File: config.mk
export PLATFORM = sky130hd
export DESIGN_NAME = rx_symbol_aligner
export DESIGN_NICKNAME = d
export VERILOG_FILES = /design/src/rtl/rx_symbol_aligner.sv
export SDC_FILE = /design/constraint.sdc
export NUM_CORES = 1
export LEC_CHECK = 0
export ABC_AREA = 1
export CORE_MARGIN = 5
export CORE_UTILIZATION = 30
export CTS_CLUSTER_SIZE = 10
export DETAILED_ROUTE_END_ITERATION = 6
export PLACE_DENSITY = 0.48
export SYNTH_ARGS = -nofsm -noshare
export SYNTH_HDL_FRONTEND = slang
export SYNTH_SLANG_ARGS = --single-unit
File: constraint.sdc
create_clock -name clk -period 5.79 [get_ports clk]
set_input_delay 0.579 -clock clk [delete_from_list [all_inputs] [get_ports clk]]
set_output_delay 0.579 -clock clk [all_outputs]
set_load 0.01 [all_outputs]
File: src/rtl/rx_symbol_aligner.sv
// -----------------------------------------------------------------------------
// rx_symbol_aligner
//
// Per-lane receive comma aligner placed between the deserializer and the
// 8b/10b decoder. It looks for the K28.5 comma in a 20-bit sliding window made
// of the previous and current raw words. It acquires symbol lock after
// LOCK_CNT consecutive commas at the same bit offset, and it drops lock after
// UNLOCK_CNT consecutive commas at a foreign offset or on electrical idle.
// While locked it emits correctly framed 10-bit symbols, one cycle after the
// raw word arrives.
//
// Ports
//   clk           PIPE clock; all logic on the rising edge
//   reset_n       synchronous active-low reset
//   rxelecidle    lane electrical idle; forces unlock and overrides in_valid
//   in_valid      in_data carries a new raw word this cycle
//   in_data       raw deserialized word, bit 9 received first
//   out_valid     out_data holds an aligned symbol
//   out_data      aligned symbol, bit 9 = bit a (first on the wire)
//   out_is_comma  upper 7 bits of out_data match a comma pattern
//   locked        symbol lock achieved
//   align_offset  bit offset currently in use (0..9)
//   realign       one-cycle pulse when a new offset is captured
// -----------------------------------------------------------------------------
module rx_symbol_aligner #(
    parameter int LOCK_CNT   = 3,
    parameter int UNLOCK_CNT = 4
) (
    input  logic       clk,
    input  logic       reset_n,
    input  logic       rxelecidle,
    input  logic       in_valid,
    input  logic [9:0] in_data,
    output logic       out_valid,
    output logic [9:0] out_data,
    output logic       out_is_comma,
    output logic       locked,
    output logic [3:0] align_offset,
    output logic       realign
);

    typedef enum logic [1:0] {
        UNLOCKED,
        CHECKING,
        LOCKED
    } state_t;

    localparam logic [3:0] LOCK_TGT   = 4'(LOCK_CNT);
    localparam logic [3:0] UNLOCK_TGT = 4'(UNLOCK_CNT);

    state_t      state, next_state;
    logic [9:0]  prev_word;
    logic        prev_loaded;
    logic [3:0]  offset, next_offset;
    logic [3:0]  cnt, next_cnt, cnt_inc;
    logic [3:0]  miss, next_miss, miss_inc;
    logic        next_realign;
    logic [19:0] window;
    logic        hit;
    logic [3:0]  hit_k;
    logic        evaluate;
    logic        emit;
    logic [9:0]  next_slice;

    function automatic logic is_comma7(input logic [6:0] upper);
        return (upper == 7'b0011111) || (upper == 7'b1100000);
    endfunction

    // prev_word is the older half, so candidate k starts k bits into it.
    assign window   = {prev_word, in_data};
    // The very first word after reset or idle only primes prev_word.
    assign evaluate = in_valid & prev_loaded & ~rxelecidle;

    // Counters saturate rather than wrap.
    assign cnt_inc  = (cnt  == 4'hF) ? cnt  : cnt  + 4'd1;
    assign miss_inc = (miss == 4'hF) ? miss : miss + 4'd1;

    // Scan from high k down so the lowest matching offset is the one kept.
    always_comb begin : comma_search
        hit   = 1'b0;
        hit_k = '0;
        for (int k = 9; k >= 0; k--) begin
            if (is_comma7(window[19-k -: 7])) begin
                hit   = 1'b1;
                hit_k = 4'(k);
            end
        end
    end

    // NOTE: every signal driven here gets a default first, so no path through
    // the block leaves a value unassigned and no latch is inferred.
    always_comb begin : next_state_logic
        next_state   = state;
        next_offset  = offset;
        next_cnt     = cnt;
        next_miss    = miss;
        next_realign = 1'b0;
        if (rxelecidle) begin
            next_state = UNLOCKED;
            next_cnt   = '0;
            next_miss  = '0;
        end else if (evaluate && hit) begin
            unique case (state)
                UNLOCKED: begin
                    next_offset  = hit_k;
                    next_cnt     = 4'd1;
                    next_realign = 1'b1;
                    if (LOCK_TGT == 4'd1) begin
                        next_state = LOCKED;
                        next_miss  = '0;
                    end else begin
                        next_state = CHECKING;
                    end
                end
                CHECKING: begin
                    if (hit_k == offset) begin
                        next_cnt = cnt_inc;
                        if (cnt_inc == LOCK_TGT) begin
                            next_state = LOCKED;
                            next_miss  = '0;
                        end
                    end else begin
                        next_offset  = hit_k;
                        next_cnt     = 4'd1;
                        next_realign = 1'b1;
                    end
                end
                LOCKED: begin
                    if (hit_k == offset) begin
                        next_miss = '0;
                    end else begin
                        next_miss = miss_inc;
                        if (miss_inc == UNLOCK_TGT) begin
                            next_state = UNLOCKED;
                            next_cnt   = '0;
                            next_miss  = '0;
                        end
                    end
                end
                default: next_state = UNLOCKED;
            endcase
        end
    end

    // The slice is taken at the offset being adopted this cycle, so the comma
    // that completes lock is itself framed and emitted.
    assign next_slice = window[5'd19 - {1'b0, next_offset} -: 10];
    // A word that causes unlock leaves next_state != LOCKED and is dropped.
    assign emit       = evaluate && (next_state == LOCKED);

    // NOTE: sequential state uses non-blocking assignments so every register
    // samples the pre-edge values, independent of statement order.
    always_ff @(posedge clk) begin
        if (!reset_n) begin
            state        <= UNLOCKED;
            prev_word    <= '0;
            prev_loaded  <= 1'b0;
            offset       <= '0;
            cnt          <= '0;
            miss         <= '0;
            realign      <= 1'b0;
            locked       <= 1'b0;
            out_valid    <= 1'b0;
            out_data     <= '0;
            out_is_comma <= 1'b0;
        end else begin
            state     <= next_state;
            offset    <= next_offset;
            cnt       <= next_cnt;
            miss      <= next_miss;
            realign   <= next_realign;
            locked    <= (next_state == LOCKED);
            out_valid <= emit;
            if (rxelecidle) begin
                prev_loaded <= 1'b0;
            end else if (in_valid) begin
                prev_word   <= in_data;
                prev_loaded <= 1'b1;
            end
            // Data outputs hold their last symbol while out_valid is low.
            if (emit) begin
                out_data     <= next_slice;
                out_is_comma <= is_comma7(next_slice[9:3]);
            end
        end
    end

    assign align_offset = offset;

endmodule

==> impl_metrics.py <==
metrics = {
    "outcome": {
        "status": "complete, no violations",
    },
    "timing": {
        "fin_tns_setup_ns": 0,
        "relSlewSlack": 0.514,
        "fin_ws_ns": 1.19,
        "min_period_over_period": 0.794,
        "setup_viol": 0,
        "rsz0062_at_grt": "no",
        "fmax_mhz": 217,
        "finalHoldViolCount": 0,
        "clock_skew_ns": 0.00573,
        "slew_violations": 0,
        "layout_min_cycle_time_ns": 4.60,
        "worstMarginPinSlew_ns": 0.727,
    },
    "run": {
        "maxCapViolCount": 0,
    },
    "cells_and_area": {
        "multi_input_area_mm2": 0.00228,
        "seqCellArea_um2": 781,
        "nets": 640,
        "synthToLayoutAreaGrowth_pct": 14.7,
        "num_antenna_cells": 0,
        "n_fill_cell": 1310,
        "final_layout_size_suffix_gt1_frac": 0.0710,
    },
    "global_route": {
        "first_global_vias": 3828,
        "grt_use_total": 0.156,
        "grt_pass1_wl_um": 18300,
        "overflow": 0,
        "antenna_found_initial": 0,
        "grt_max_degree": 25,
    },
    "placed_design": {
        "dp_hpwl_um": 8330,
        "io_buffers": 31,
        "place.gp.congestion": 0.925,
        "dp_slack_ns": 0.904,
    },
    "yosys": {
        "yosys_warnings": 0,
        "synthArstFlopShare": 0,
        "synthFlopType": "dfxtp_1",
        "yosys.cell_types.count": 39,
        "syn_nets": 626,
        "netlist_top_cells_count": "145 x nand2_1, 110 x nand3_1, 77 x nor2_1",
        "ys_top_cells_by_area": "dfxtp_1 22%, nand3_1 16%, nand2_1 16%",
        "synth-seq-area-share": 0.223,
        "synth_top_area_cell": "dfxtp_1",
        "synth_cells": 605,
        "ys_ff_latch": 39,
        "netlist_area_mm2": 0.00349,
        "synth_most_common_cell": "nand2_1",
        "avgSynthCellArea_um2": 5.78,
        "synth_edf_count": 0,
        "yosys.area.top_type_share": 0.223,
    },
    "critical_path": {
        "slowest_delay_ns": 0.65,
        "crit_type": "input pin to register",
        "start_kind": "input pin",
        "crit_required_ns": 6.03,
        "arrival_ns": 4.84,
        "critPathMaxFanout": 9,
        "crit_slowest_cell": "clkdlybuf4s50_1",
        "end_kind": "register",
    },
    "power_and_ir_drop": {
        "leakage_uw": 0.00175,
        "power.density_mw_per_mm2": 175,
        "vdd_drop_max_mv": 0.0936,
    },
    "clock_tree": {
        "post_cts_hold_buffer_count": 0,
        "cts_resized": 0,
        "htreeDepth": 2,
        "numCtsBuffers": 5,
        "cts_tree": "done",
        "clk_pin_slew_ns": 0.06,
        "root_buffer": "clkbuf_16",
        "postCtsSetupBuffers": 0,
        "cts_sinks": 39,
        "cts_buffer_depth": 2,
        "clk_latency_ns": 0.29,
    },
    "floorplan": {
        "start_util": 0.306,
        "die_area_mm2": 0.0139,
        "die_height_um": 118,
        "core_mm2": 0.0114,
        "rows": 39,
        "die_w_um": 118,
        "io_pins": 32,
    },
    "drt": {
        "via_per_inst": 5.11,
        "num_vias": 3901,
        "drtIter0Drc": 290,
        "drt-total-wl_um": 10600,
        "drc": 0,
        "ant_nets": 0,
        "first_pass_iters": 5,
        "wl_per_cell_um": 13.8,
    },
    "worst_hold_path": {
        "min_path_type": "register to register",
    },
}
==> cells by family after synthesis <==
kind of cell	Yosys count	share of synthesized area
simple gates	385	0.500
buf+inv	98	0.124
compound gates	70	0.113
flops	39	0.223
fa+ha+maj	7	0.0251
xor+xnor	6	0.0150
==> state kept, by name, indices dropped and copies added (netlist names), 2 cells and up <==
name / count
align_offset: 4
cnt: 4
miss: 4
out_data: 10
prev_word: 10
state: 2
==> worst max-delay path, delay by kind of cell <==
kind	cells	cell delay, ns
simple gates	20	2.39
compound gates	2	0.17
buf+inv	6	1.09
xor+xnor	1	0.12
fa+ha+maj	1	0.46
==> where the power goes <==
part | switching (uW) | internal (uW) | total, uW
Combinational | 62.6 | 32.6 | 95.2
Sequential | 9.60 | 273 | 283
Clock | 121 | 203 | 325
Total | 194 | 509 | 703
==> layout by cell type, fill, tap and decap left out, types with 2 or more instances in the layout <==
cell             count
a211oi_1             4
nor3b_1              2
a21oi_1             18
nor3_2               2
nand3_2              3
nand2_1            145
clkdlybuf4s50_1     31
o21ai_1             11
nand2_2              8
nor2_2               5
o211ai_1             4
a31oi_1              2
o21ai_0             24
dfxtp_1             39
o2111ai_1            2
nor3_1              12
a21oi_2              2
xor2_1               5
clkbuf_16            5
inv_1               63
ha_1                 7
nand3_1            110
buf_4                2
inv_2                8
nand2_4              2
nor2_1              77
nand4_1             14
==> worst paths after layout <==
check                from      endpoint  slack (ns)  cells past startpoint
max            in_data[7]  out_is_comma        1.19                     30
min           prev_loaded   prev_loaded        0.46                      2
min reg2reg   prev_loaded   prev_loaded        0.46                      2
max reg2reg  prev_word[4]  out_is_comma        1.60                     28
==> per-stage QoR <==
stage	hold WS [ns]	total power (uW)	std cells	instance area, um^2	util
floorplan	0.432	354	605	3490	-
global placement	0.452	384	755	3840	0.336
detailed placement	0.460	384	755	3840	0.336
CTS	0.469	710	763	4010	0.351
global route	0.509	735	763	4010	0.351
finish	0.463	703	763	4010	0.351
==> metal layers <==
layer,wire (um),GRT usage,share of wire,up-vias
met1,4970,0.203,0.47,1768
met3,377,0.0216,0.036,19
met4,219,0.0566,0.021,0
met2,5000,0.263,0.47,98
met5,0,0,0,-
li1,-,-,-,2016
==> area by class of cell <==
class,count,area share
multi-input cells,468,0.569
flip-flops and latches,39,0.195
repair buffers,33,0.0811
inverters,72,0.0680
well taps,143,0.0446
clock buffers,5,0.0312
clock inverters,3,0.0109
Note: power is estimated with default switching activity, not from simulation.
